`src/rtl/mig1_fetch_decode_execute.sv`:
```
// Mig1 datapath core: latches the fetched instruction, decodes its fields and
// evaluates the integer ALU and branch condition combinationally from it.
module mig1_fetch_decode_execute #(
  parameter int ADDR_WIDTH    = 32,
  parameter int INSN_WIDTH    = 32,
  parameter int RF_ADDR_WIDTH = 9
) (
  input  logic                     clk,
  input  logic                     reset,
  input  logic [ADDR_WIDTH-1:0]    insn_addr,
  output logic [ADDR_WIDTH-1:0]    imem_addr,
  input  logic [INSN_WIDTH-1:0]    imem_data,
  output logic [INSN_WIDTH-1:0]    insn,
  output logic                     is_jump,
  output logic                     is_branch,
  output logic [RF_ADDR_WIDTH-1:0] rf_rd1,
  output logic [RF_ADDR_WIDTH-1:0] rf_rd2,
  output logic [RF_ADDR_WIDTH-1:0] rf_wr,
  output logic                     rf_wr_enable,
  input  logic [INSN_WIDTH-1:0]    operand1,
  input  logic [INSN_WIDTH-1:0]    operand2,
  output logic [INSN_WIDTH-1:0]    result,
  output logic                     illegal
);

  typedef enum logic [4:0] {
    OP_NOP  = 5'd0,
    OP_ADD  = 5'd1,
    OP_SUB  = 5'd2,
    OP_AND  = 5'd3,
    OP_OR   = 5'd4,
    OP_XOR  = 5'd5,
    OP_SLL  = 5'd6,
    OP_SRL  = 5'd7,
    OP_SRA  = 5'd8,
    OP_SLT  = 5'd9,
    OP_SLTU = 5'd10,
    OP_MOV  = 5'd11,
    OP_JMP  = 5'd12,
    OP_BEQ  = 5'd13,
    OP_BNE  = 5'd14
  } opcode_e;

  logic [INSN_WIDTH-1:0] insn_q;
  logic [INSN_WIDTH-1:0] insn_d;
  logic [4:0]            opcode_s;
  logic [4:0]            shamt_s;

  assign imem_addr = insn_addr;
  assign insn      = insn_q;
  assign opcode_s  = insn_q[31:27];
  assign shamt_s   = operand2[4:0];

  // Next fetched instruction: no stall, the memory word is taken every cycle.
  always_comb begin
    insn_d = imem_data;
  end

  // Instruction latch; reset discards whatever was in flight.
  always_ff @(posedge clk or negedge reset) begin
    if (!reset) begin
      insn_q <= '0;
    end else begin
      insn_q <= insn_d;
    end
  end

  // Register-file addresses come straight from the fixed field positions.
  always_comb begin
    rf_wr  = insn_q[18 +: RF_ADDR_WIDTH];
    rf_rd1 = insn_q[9 +: RF_ADDR_WIDTH];
    rf_rd2 = insn_q[0 +: RF_ADDR_WIDTH];
  end

  // Opcode decode and ALU; anything undefined behaves as a NOP but is flagged.
  always_comb begin
    result       = '0;
    rf_wr_enable = 1'b0;
    is_jump      = 1'b0;
    is_branch    = 1'b0;
    illegal      = 1'b0;
    case (opcode_s)
      OP_NOP: begin
        result = '0;
      end
      OP_ADD: begin
        result       = operand1 + operand2;
        rf_wr_enable = 1'b1;
      end
      OP_SUB: begin
        result       = operand1 - operand2;
        rf_wr_enable = 1'b1;
      end
      OP_AND: begin
        result       = operand1 & operand2;
        rf_wr_enable = 1'b1;
      end
      OP_OR: begin
        result       = operand1 | operand2;
        rf_wr_enable = 1'b1;
      end
      OP_XOR: begin
        result       = operand1 ^ operand2;
        rf_wr_enable = 1'b1;
      end
      OP_SLL: begin
        result       = operand1 << shamt_s;
        rf_wr_enable = 1'b1;
      end
      OP_SRL: begin
        result       = operand1 >> shamt_s;
        rf_wr_enable = 1'b1;
      end
      OP_SRA: begin
        result       = $unsigned($signed(operand1) >>> shamt_s);
        rf_wr_enable = 1'b1;
      end
      OP_SLT: begin
        result       = {31'b0, ($signed(operand1) < $signed(operand2))};
        rf_wr_enable = 1'b1;
      end
      OP_SLTU: begin
        result       = {31'b0, (operand1 < operand2)};
        rf_wr_enable = 1'b1;
      end
      OP_MOV: begin
        result       = operand1;
        rf_wr_enable = 1'b1;
      end
      OP_JMP: begin
        is_jump = 1'b1;
      end
      OP_BEQ: begin
        is_branch = (operand1 == operand2);
      end
      OP_BNE: begin
        is_branch = (operand1 != operand2);
      end
      default: begin
        illegal = 1'b1;
      end
    endcase
  end

endmodule

```
`config.mk`:
```
export PLATFORM = sky130hd
export DESIGN_NAME = mig1_fetch_decode_execute
export DESIGN_NICKNAME = d
export VERILOG_FILES = /design/src/rtl/mig1_fetch_decode_execute.sv
export SDC_FILE = /design/constraint.sdc
export NUM_CORES = 1
export LEC_CHECK = 0
export CAP_MARGIN = 20
export CORE_MARGIN = 8
export CORE_UTILIZATION = 51
export DETAILED_ROUTE_END_ITERATION = 7
export HOLD_SLACK_MARGIN = 0.12
export PLACE_DENSITY = 0.91
export SETUP_SLACK_MARGIN = 0.1
export SYNTH_ARGS = -nofsm -noshare
export SYNTH_HDL_FRONTEND = slang
export SYNTH_SLANG_ARGS = --single-unit
export TNS_END_PERCENT = 20
```
`constraint.sdc`:
```
create_clock -name clk -period 13.2 [get_ports clk]
set_input_delay 2.64 -clock clk [delete_from_list [all_inputs] [get_ports clk]]
set_output_delay 2.64 -clock clk [all_outputs]
set_load 0.03 [all_outputs]
```
==> run summary <==
======================================================================================================
Status                                                                                       completed
Share of the clock period used by the worst path                                                 77.4%
Effective utilization at floorplan                                                               51.9%
Top_reg_cell synth                                                                        sky130_fd_sc_hd__dfrtp_1
Total count of hold-check failures in the final report                                               0
Largest stage delay, worst path                                                                0.62 ns
Finish-stage setup viols                                                                             0
Hold WS                                                                                        2.75 ns
Gpl congestion                                                                                    1.06
Synthesized netlist cell count                                                                    1446
GRT busiest layer                                                                                 met2
Number of antenna violations at the first check in global routing                                    2
Count of cell instances traversed by the critical path                                              16
Synthesized-area fraction occupied by xor and xnor cells                                        0.522%
Avg Cell Area, Syn                                                                            6.97 um2
Total power divided by cell area                                                           61.2 nW/um2
Total Nets Final                                                                                  1734
CTS sink cnt                                                                                        32
Synth area leader                                                                         sky130_fd_sc_hd__ha_1
Slew of the pin with the lowest slew margin                                                    1.10 ns
Floorplan die width                                                                             157 um
Type of the worst min-delay path                                                          primary input to asynchronous set/reset pin
Count of cell types in the netlist                                                                  70
Slew Viols, Final                                                                                    0
Site row count                                                                                      51
Setup bufs post-CTS                                                                                  0
Sequential element share of the synthesized area                                                 7.95%
Crit end category                                                                           output pin
Maximum number of pins on one net before global-route repair                                        72
P&R area growth vs syn                                                                           16.7%
Number of global-route vias before repair                                                        11400
Cell at the root of the clock tree                                                        sky130_fd_sc_hd__clkbuf_16
Ordered cell list for the critical path                                                   buf_2 -> buf_4 -> clkinv_1 -> buf_4 -> ha_1 -> a21oi_1 -> a21oi_1 -> nor2_1 -> o31ai_1 -> a21oi_1 -> a221oi_1 -> nor2_1 -> nor3_1 -> nor3_1 -> a311o_1 -> clkdlybuf4s50_1
GR met3 Demand/Resource                                                                          9.82%
Number of enable-type register cells in the synthesized netlist                                      0
First-pass GRT wire length                                                                     68.8 mm
Global route total overflow                                                                          0
Cells taking the most area after synthesis                                                sky130_fd_sc_hd__ha_1, sky130_fd_sc_hd__dfrtp_1, sky130_fd_sc_hd__mux4_2
IO Pins                                                                                            257
Critical Path AT                                                                               7.57 ns
Master of the slowest instance on the critical path                                       sky130_fd_sc_hd__o31ai_1
Type of the worst setup path                                                              primary input to output pin
Vias after detailed routing                                                                      12200
DIE AREA                                                                                     24500 um2
Count of cells resized by post-cts repair                                                            0
Dominant delay contributor by cell family on the critical path                            compound AO/OA/AOI/OAI gates
Remaining routing DRC violations                                                                     0
Combinational share of power                                                                     68.6%
Most used cell, CP                                                                        sky130_fd_sc_hd__a21oi_1
Register Area                                                                                  801 um2
Footprint of the multi-input gates                                                            8040 um2
Met2 capacity usage during global routing                                                        54.3%
Post-synth ARST share                                                                             100%
Compound-gate portion of the synthesized area                                                    32.2%
Total of buffers placed on input and output ports                                                  192
Average vias per placed instance                                                                  6.90
Post-synthesis share of cell area spent on full adders, half adders and majority gates           12.8%
Layout cells sized above 1                                                                       6.19%
Critical-path maximum fanout                                                                        70
Type of origin of the critical path                                                       primary input
FMAX                                                                                        0.0979 GHz
Number of routed nets with antenna violations                                                        0
Cell area after technology mapping                                                           10100 um2
Worst max-slew margin expressed relative to the limit                                            26.6%
Net switching component of the power                                                          0.356 mW
HPWL after detailed placement                                                                  35.2 mm
GR Util met1                                                                                     48.7%
Req. time, crit path                                                                          10.56 ns
Sum of routed wire length over all layers                                                      46.4 mm
Register bit total from synthesis                                                                   32
Filler cell count                                                                                 1834
Count of buffer and inverter cells on the critical path                                              5
Detailed-route wire length per cell                                                            26.2 um
Number of buffers created by CTS                                                                     5
Count of placed standard cells including taps                                                     1760
Crit path time final                                                                          10.21 ns
Clock Power Share                                                                                16.2%
Initial drt markers                                                                               1721
Mapped Nets                                                                                       1678
Die Ht                                                                                          157 um
Aggregate global-route resource usage                                                            36.3%
Multiplexer share of the synthesized area                                                        13.4%
Internal Pwr Total                                                                            0.362 mW
Final instance count without filler cells                                                         1768
Max IR drop VDD                                                                            0.0000709 V
Static leakage                                                                                 4.78 nW
Antenna diodes                                                                                       0
Simple-Gate Fraction of Synth Area                                                               20.6%
Clock transition at the register clock pins on the worst setup and hold paths after CTS        0.06 ns
Main combinational cell family by area after synthesis                                    compound AO/OA/AOI/OAI gates
CTS tree                                                                                          done
CTS hold repair buffers                                                                              0
Max reg flops                                                                                       32
Ys Warns                                                                                             0
Number of buffers on the longest clock path                                                          2
Sw Ratio                                                                                         49.6%
Maximum level of the CTS H-tree                                                                      2
Top cells by instance count after synthesis                                               sky130_fd_sc_hd__nor2_1, sky130_fd_sc_hd__nand2_1, sky130_fd_sc_hd__a21oi_1
Sequential share of power                                                                        15.2%
Core region area                                                                             19400 um2
Overall power after layout                                                                    0.719 mW
Max_cap viols                                                                                        0
Most repeated cell in the gate-level netlist after synthesis                              sky130_fd_sc_hd__nor2_1
Setup TNS Final                                                                                   0 ns
Unrepaired setup endpoints after global routing                                                  false
TritonRoute pass-1 iters                                                                             6
Fraction of post-synthesis cell area in the top cell type by area                                12.4%
======================================================================================================
## per-layer routing
| metal | up-vias | share of wire [%] |
|---|---|---|
| met3 | 171 | 14 |
| met2 | 919 | 44 |
| met5 | - | 0.039 |
| li1 | 5394 | - |
| met4 | 4 | 3.9 |
| met1 | 5709 | 39 |
## power by group through the flow
stage	combinational, mW	clock [mW]	sequential [mW]
2_1_floorplan	0.310	0	0.118
3_3_place_gp	0.473	0	0.110
3_5_place_dp	0.474	0	0.110
4_1_cts	0.477	0.117	0.109
5_1_grt	0.518	0.124	0.110
6_report	0.493	0.117	0.109
## cells by family after synthesis
group | Yosys count
AND/OR/NAND/NOR | 459
adder cells (fa/ha/maj) | 102
XOR/XNOR | 6
buffers and inverters | 264
AO/OA/AOI/OAI | 491
flip-flops | 32
multiplexers | 92
## cell type report
type	instances	area share [%]
clock buffers	8	1.25
multi-input cells	1150	68.4
flip-flops and latches	32	6.81
well taps	265	2.82
inverters	98	3.13
repair buffers	215	17.6
## layout by cell type, fill, tap and decap left out, types with 29 or more instances in the layout
cell	count
sky130_fd_sc_hd__a221oi_1	29
sky130_fd_sc_hd__inv_1	93
sky130_fd_sc_hd__a21oi_1	130
sky130_fd_sc_hd__clkdlybuf4s50_1	187
sky130_fd_sc_hd__nor2_1	157
sky130_fd_sc_hd__o21ai_0	105
sky130_fd_sc_hd__nand3_1	34
sky130_fd_sc_hd__dfrtp_1	32
sky130_fd_sc_hd__mux2i_1	48
sky130_fd_sc_hd__nand2_1	132
sky130_fd_sc_hd__nor3_1	48
sky130_fd_sc_hd__ha_1	100
sky130_fd_sc_hd__mux4_2	33
## how the worst max path moves through the flow
stage	start	endpoint	slack [ns]
detailed placement	operand2[2]	result[27]	3.16
global placement	operand2[2]	result[27]	3.24
CTS	operand2[2]	result[27]	3.14
finish	operand2[2]	result[27]	2.99
floorplan	operand2[2]	result[20]	4.06
global route	operand2[2]	result[31]	2.69
## metrics by stage
step | utilization, % | instance area, um2 | setup slack [ns]
detailed placement | 59.8 | 11600 | 3.16
global route | 60.6 | 11800 | 2.69
finish | 60.6 | 11800 | 2.99
CTS | 60.6 | 11800 | 3.14
floorplan | - | 10100 | 4.06
global placement | 59.8 | 11600 | 3.24
Note: power is estimated with default switching activity, not from simulation.
